==> config.mk <==
export PLATFORM = sky130hd
export DESIGN_NAME = mult_share_arb
export DESIGN_NICKNAME = d
export VERILOG_FILES = /design/src/rtl/mult_share_pkg.sv /design/src/rtl/mult_share_arb_rr_pick.sv /design/src/rtl/mult_share_arb.sv
export SDC_FILE = /design/constraint.sdc
export NUM_CORES = 1
export LEC_CHECK = 0
export CORE_ASPECT_RATIO = 2
export CORE_MARGIN = 3
export CORE_UTILIZATION = 41
export CTS_CLUSTER_DIAMETER = 100
export CTS_CLUSTER_SIZE = 14
export DETAILED_ROUTE_END_ITERATION = 12
export PLACE_DENSITY = 0.74
export SYNTH_ARGS = -nofsm -noshare
export SYNTH_HDL_FRONTEND = slang
export SYNTH_SLANG_ARGS = --single-unit
==> constraint.sdc <==
create_clock -name clk -period 3.85 [get_ports clk]
set_input_delay 0.77 -clock clk [delete_from_list [all_inputs] [get_ports clk]]
set_output_delay 0.77 -clock clk [all_outputs]
set_load 0.02 [all_outputs]
==> src/rtl/mult_share_pkg.sv <==
// Shared types and constants for the shared-multiplier arbiter.
// Latency: n/a (types and compile-time helpers only).
// Backpressure: n/a.
package mult_share_pkg;

  typedef enum logic [2:0] {
    IDLE      = 3'd0,
    ISSUE     = 3'd1,
    WAIT_BUSY = 3'd2,
    WAIT_DONE = 3'd3,
    RESP      = 3'd4
  } state_t;

  // Cycles to wait for the multiplier to drop ready after start.
  // The zero-operand fast path never drops ready, so the wait must be bounded.
  localparam int BUSY_LIMIT = 2;

  // Width of a counter that can hold the value to_cycles.
  function automatic int wd_width(input int to_cycles);
    return $clog2(to_cycles + 1);
  endfunction

  // Width of a requester index, at least 1 bit.
  function automatic int idx_width(input int n);
    return (n > 1) ? $clog2(n) : 1;
  endfunction

endpackage

==> src/rtl/mult_share_arb_rr_pick.sv <==
// Round-robin priority select: first set request at or after the pointer, wrapping.
// Latency: purely combinational.
// Backpressure: none; the caller decides when to act on the pick.
module rr_pick #(
  parameter int NREQ = 2,
  parameter int IDXW = 1
) (
  input  logic [NREQ-1:0] i_req,
  input  logic [IDXW-1:0] i_ptr,
  output logic            o_vld,
  output logic [NREQ-1:0] o_gnt,
  output logic [IDXW-1:0] o_idx
);

  logic [2*NREQ-1:0] w_dbl;
  logic [NREQ-1:0]   w_rot;
  logic [IDXW:0]     w_sum;

  // Rotate the requests so bit 0 of w_rot is the requester under the pointer.
  assign w_dbl = {i_req, i_req};
  assign w_rot = NREQ'(w_dbl >> i_ptr);

  // Lowest set bit of the rotated vector wins; map it back to an absolute index.
  always_comb begin
    o_vld = 1'b0;
    w_sum = '0;
    for (int i = NREQ - 1; i >= 0; i--) begin
      if (w_rot[i]) begin
        o_vld = 1'b1;
        w_sum = {1'b0, i_ptr} + (IDXW + 1)'(i);
      end
    end
    if (w_sum >= (IDXW + 1)'(NREQ)) begin
      o_idx = IDXW'(w_sum - (IDXW + 1)'(NREQ));
    end else begin
      o_idx = w_sum[IDXW-1:0];
    end
  end

  assign o_gnt = o_vld ? (NREQ'(1) << o_idx) : '0;

endmodule

==> src/rtl/mult_share_arb.sv <==
// Shares one start/ready sequential multiplier between NREQ requesters, round-robin.
// Latency: req seen in IDLE -> mul_start next cycle -> done one cycle after the product is captured.
// Backpressure: waits in IDLE while the multiplier is not ready; watchdog ends a hung multiply.
module mult_share_arb
  import mult_share_pkg::*;
#(
  parameter int NBITS     = 8,
  parameter int NREQ      = 2,
  parameter int TO_CYCLES = 300
) (
  input  logic                  clk,
  input  logic                  rst_b,
  input  logic [NREQ-1:0]       req,
  input  logic [NREQ*NBITS-1:0] a_req,
  input  logic [NREQ*NBITS-1:0] b_req,
  output logic [NREQ-1:0]       gnt,
  output logic [NREQ-1:0]       done,
  output logic                  err,
  output logic [2*NBITS-1:0]    res,
  output logic                  mul_start,
  output logic [NBITS-1:0]      mul_a,
  output logic [NBITS-1:0]      mul_b,
  input  logic                  mul_ready,
  input  logic [2*NBITS-1:0]    mul_z
);

  localparam int IDXW = idx_width(NREQ);
  localparam int WDW  = wd_width(TO_CYCLES);

  state_t             r_state;
  state_t             w_state_nxt;
  logic [IDXW-1:0]    r_ptr;
  logic [IDXW-1:0]    r_idx;
  logic [NREQ-1:0]    r_gnt;
  logic [NBITS-1:0]   r_mul_a;
  logic [NBITS-1:0]   r_mul_b;
  logic [2*NBITS-1:0] r_res;
  logic               r_err_flag;
  logic [WDW-1:0]     r_wd;
  logic [1:0]         r_busy_cnt;

  logic               w_pick_vld;
  logic [NREQ-1:0]    w_pick_gnt;
  logic [IDXW-1:0]    w_pick_idx;
  logic [NBITS-1:0]   w_a;
  logic [NBITS-1:0]   w_b;
  logic               w_launch;
  logic               w_busy_exit;
  logic               w_wd_exp;

  rr_pick #(
    .NREQ (NREQ),
    .IDXW (IDXW)
  ) u_pick (
    .i_req (req),
    .i_ptr (r_ptr),
    .o_vld (w_pick_vld),
    .o_gnt (w_pick_gnt),
    .o_idx (w_pick_idx)
  );

  // Operand slices of the current pick.
  always_comb begin
    w_a = '0;
    w_b = '0;
    for (int i = 0; i < NREQ; i++) begin
      if (w_pick_gnt[i]) begin
        w_a = a_req[i*NBITS +: NBITS];
        w_b = b_req[i*NBITS +: NBITS];
      end
    end
  end

  assign w_launch    = (r_state == IDLE) && w_pick_vld && mul_ready;
  assign w_busy_exit = !mul_ready || (r_busy_cnt == 2'(BUSY_LIMIT - 1));
  assign w_wd_exp    = (r_wd == WDW'(TO_CYCLES - 1));

  // State register.
  always_ff @(posedge clk or negedge rst_b) begin
    if (!rst_b) begin
      r_state <= IDLE;
    end else begin
      r_state <= w_state_nxt;
    end
  end

  // Next-state logic.
  always_comb begin
    w_state_nxt = r_state;
    case (r_state)
      IDLE:      if (w_launch) w_state_nxt = ISSUE;
      ISSUE:     w_state_nxt = WAIT_BUSY;
      WAIT_BUSY: if (w_busy_exit) w_state_nxt = WAIT_DONE;
      WAIT_DONE: if (mul_ready || w_wd_exp) w_state_nxt = RESP;
      RESP:      w_state_nxt = IDLE;
      default:   w_state_nxt = IDLE;
    endcase
  end

  // State-decoded outputs; start is gated by ready so a busy multiplier is never kicked.
  always_comb begin
    mul_start = (r_state == ISSUE) && mul_ready;
    done      = (r_state == RESP) ? r_gnt : '0;
    err       = (r_state == RESP) && r_err_flag;
  end

  // Datapath: winner capture, operand hold, result capture, watchdog and pointer rotation.
  always_ff @(posedge clk or negedge rst_b) begin
    if (!rst_b) begin
      r_ptr      <= '0;
      r_idx      <= '0;
      r_gnt      <= '0;
      r_mul_a    <= '0;
      r_mul_b    <= '0;
      r_res      <= '0;
      r_err_flag <= 1'b0;
      r_wd       <= '0;
      r_busy_cnt <= '0;
    end else begin
      case (r_state)
        IDLE: begin
          if (w_launch) begin
            r_idx   <= w_pick_idx;
            r_gnt   <= w_pick_gnt;
            r_mul_a <= w_a;
            r_mul_b <= w_b;
          end
        end
        ISSUE: begin
          r_busy_cnt <= '0;
        end
        WAIT_BUSY: begin
          r_busy_cnt <= r_busy_cnt + 2'd1;
        end
        WAIT_DONE: begin
          r_wd <= r_wd + WDW'(1);
          if (mul_ready) begin
            r_res <= mul_z;
          end else if (w_wd_exp) begin
            r_res      <= '0;
            r_err_flag <= 1'b1;
          end
        end
        RESP: begin
          r_gnt      <= '0;
          r_ptr      <= (r_idx == IDXW'(NREQ - 1)) ? '0 : r_idx + IDXW'(1);
          r_err_flag <= 1'b0;
          r_wd       <= '0;
          r_busy_cnt <= '0;
        end
        default: begin
          r_gnt <= '0;
        end
      endcase
    end
  end

  assign gnt   = r_gnt;
  assign res   = r_res;
  assign mul_a = r_mul_a;
  assign mul_b = r_mul_b;

endmodule

==> impl_metrics.env <==
export IMPL_status="complete, no violations"
export IMPL_clkTransAtPathRegs_ns=0.07
export IMPL_cts_sinks=51
export IMPL_rr_endpoint="r_wd[5]"
export IMPL_ys_seq_elements=51
export IMPL_worstSetupEndpointType="primary output"
export IMPL_timing_rr_start="r_state[2]"
export IMPL_hpwl_um=4450
export IMPL_synth_cell_types=45
export IMPL_hold_viol_final=0
export IMPL_syn_avg_cell_area_um2=11.3
export IMPL_setup_viol=0
export IMPL_min_period_ns=3.15
export IMPL_cts_tree="done"
export IMPL_power_density_mw_per_mm2=730
export IMPL_post_cts_buffers=0
export IMPL_drive_above_1_share=0.120
export IMPL_ir_worst_vdd_mv=0.459
export IMPL_ant_nets=0
export IMPL_final_setup_worst_slack_ns=0.699
export IMPL_fin_setup_tns_ns=0
export IMPL_synthesis_nets=278
export IMPL_rsz0062_at_grt="false"
export IMPL_ys_warn_count=0
export IMPL_synth_edff_count=0
export IMPL_critPathKind="primary input to primary output"
export IMPL_highest_layer="met4"
export IMPL_wl_met3_um=299
export IMPL_die_area_mm2=0.00716
export IMPL_leakage_nw=1.54
export IMPL_fin_skew_ns=0.00566
export IMPL_holdBufCountCts=0
export IMPL_io_pin_count=91
export IMPL_m1WireLength_um=2410
export IMPL_clock_latency_ns=0.29
export IMPL_reg2reg_depth=4
export IMPL_firstDrtPassIters=5
export IMPL_endpoint="mul_start"
export IMPL_fin_util=0.614
export IMPL_holdCritStartpoint="r_idx"
export IMPL_routabilityCongestion=0.781
export IMPL_crit_fanout=9
export IMPL_tightest_slew_ns=0.830
export IMPL_reg2reg_slack_ns=1.83
export IMPL_netlist_area_mm2=0.00251
export IMPL_synthArstFlopShare=1.00
export IMPL_layout_nets=362
export IMPL_place_ws_ns=0.702
export IMPL_wl_per_cell_um=16.6
export IMPL_dp_cells=361
export IMPL_synth_cells=223
export IMPL_synth_seq_area_share=0.508
export IMPL_grt_pass1_vias=2014
export IMPL_core_rowCount=39
export IMPL_start_util=0.433
export IMPL_p_total_mw=2.60
export IMPL_die_h_um=117
export IMPL_route_detailed_drc=0
export IMPL_n_antenna_cell=0
export IMPL_required_ns=3.08
export IMPL_critPathArrivalTime_ns=2.38
export IMPL_cts_buffer_depth=2
export IMPL_antenna_found_initial=0
export IMPL_post_route_period_util=0.818
export IMPL_track_usage=0.178
export IMPL_io_buffers=90
export IMPL_clock_tree_root_cell="clkbuf_16"
export IMPL_areaGrowthSynthToFinish_pct=41.8
export IMPL_slew_viol_final=0
export IMPL_dr_total_vias=2079
export IMPL_grt_ovfl_total=0
export IMPL_drt_initial_drc_count=102
export IMPL_relSlewSlack=0.446
export IMPL_final_cell_mix="clkdlybuf4s50_1 (89), dfrtp_1 (51), inv_1 (19)"
export IMPL_grt_start_max_net_pins=39
export IMPL_fmax_mhz=317
export IMPL_hp_class="register to register"
export IMPL_final_cells=369
export IMPL_cts_resized=0
export IMPL_route_met2_wl_um=3290
export IMPL_mostFrequentLayoutCell="clkdlybuf4s50_1"
export IMPL_htree_levels=2
export IMPL_crit_path_start="mul_ready"
export IMPL_cts_made_buffers=5
export IMPL_core_area_mm2=0.00581
export IMPL_wirelength_um=6130
export IMPL_synth_ff_type="dfrtp_1"
export IMPL_die_width_um=61.4
export IMPL_drt_vias_per_instance=5.63
export IMPL_grt_pass1_wl_um=9640
export IMPL_cap_violations=0
export IMPL_setup_worst_path_start_class="primary input"
## cell families (layout without fill, tap and decap cells)
| family | count (synthesis) | count (layout) | synth area share |
|---|---|---|---|
| buf+inv | 36 | 121 | 0.0662 |
| compound gates | 73 | 73 | 0.222 |
| simple gates | 39 | 39 | 0.0981 |
| flops | 51 | 51 | 0.508 |
| fa+ha+maj | 2 | 2 | 0.00996 |
| mux | 22 | 22 | 0.0956 |
## stage by stage
stage          hold WS, ns  instance area (um2)
3_3_place_gp         0.452                 3420
4_1_cts              0.489                 3560
5_1_grt              0.517                 3560
6_report             0.482                 3560
2_1_floorplan        0.438                 2510
3_5_place_dp         0.466                 3420
## report_power, final
part / internal (mW) / switching [mW]
Clock: 0.241 / 0.193
Combinational: 0.623 / 0.585
Sequential: 0.760 / 0.200
## worst max-delay path: stages
cell,delay [ns]
clkdlybuf4s50_1,0.64
nor4bb_1,0.32
clkdlybuf4s50_1,0.65
## cell type report
class | instances | area, um2
flip-flops and latches | 51 | 1280
inverters | 19 | 71.3
well taps | 61 | 76.3
multi-input cells | 136 | 1070
repair buffers | 94 | 926
clock buffers | 5 | 125
fillers | 505 | 2240
clock inverters | 3 | 18.8
## layer usage
metal,up-vias,GRT usage
li1,1007,-
met1,989,0.210
met2,71,0.312
met3,12,0.0299
met4,0,0.0666
met5,-,0
## synth_stat cells (2+ instances only)
library cell,count,area (um2)
a32o_1,16,160
o31ai_1,5,37.5
mux2i_1,6,60.1
o21ai_0,18,90.1
nor2_1,3,11.3
o211ai_1,2,15.0
o311ai_0,2,17.5
inv_1,19,71.3
o41ai_1,2,17.5
a21oi_1,2,10.0
dfrtp_1,51,1280
clkbuf_1,4,15.0
nand2_1,10,37.5
nand4_1,3,18.8
buf_6,2,22.5
ha_1,2,25.0
and3_1,3,18.8
buf_2,10,50.1
o21a_1,2,15.0
nand3_1,5,25.0
a22oi_1,17,128
mux2_2,16,180
## sequential cells by signal, summed over array words and instances, names as in the netlist
signal	cells
r_ptr	1
r_idx	1
mul_a	8
gnt	2
res	16
r_busy_cnt	2
r_err_flag	1
mul_b	8
r_state	3
r_wd	9
## worst min-delay path by stage
stage	endpoint	slack [ns]	depth (start not counted)
after global placement	r_ptr	0.45	1
after detailed placement	r_ptr	0.47	1
final	r_ptr	0.48	1
after CTS	r_err_flag	0.49	1
after floorplan	r_ptr	0.44	1
after global routing	r_err_flag	0.52	1
Note: power is estimated with default switching activity, not from simulation.
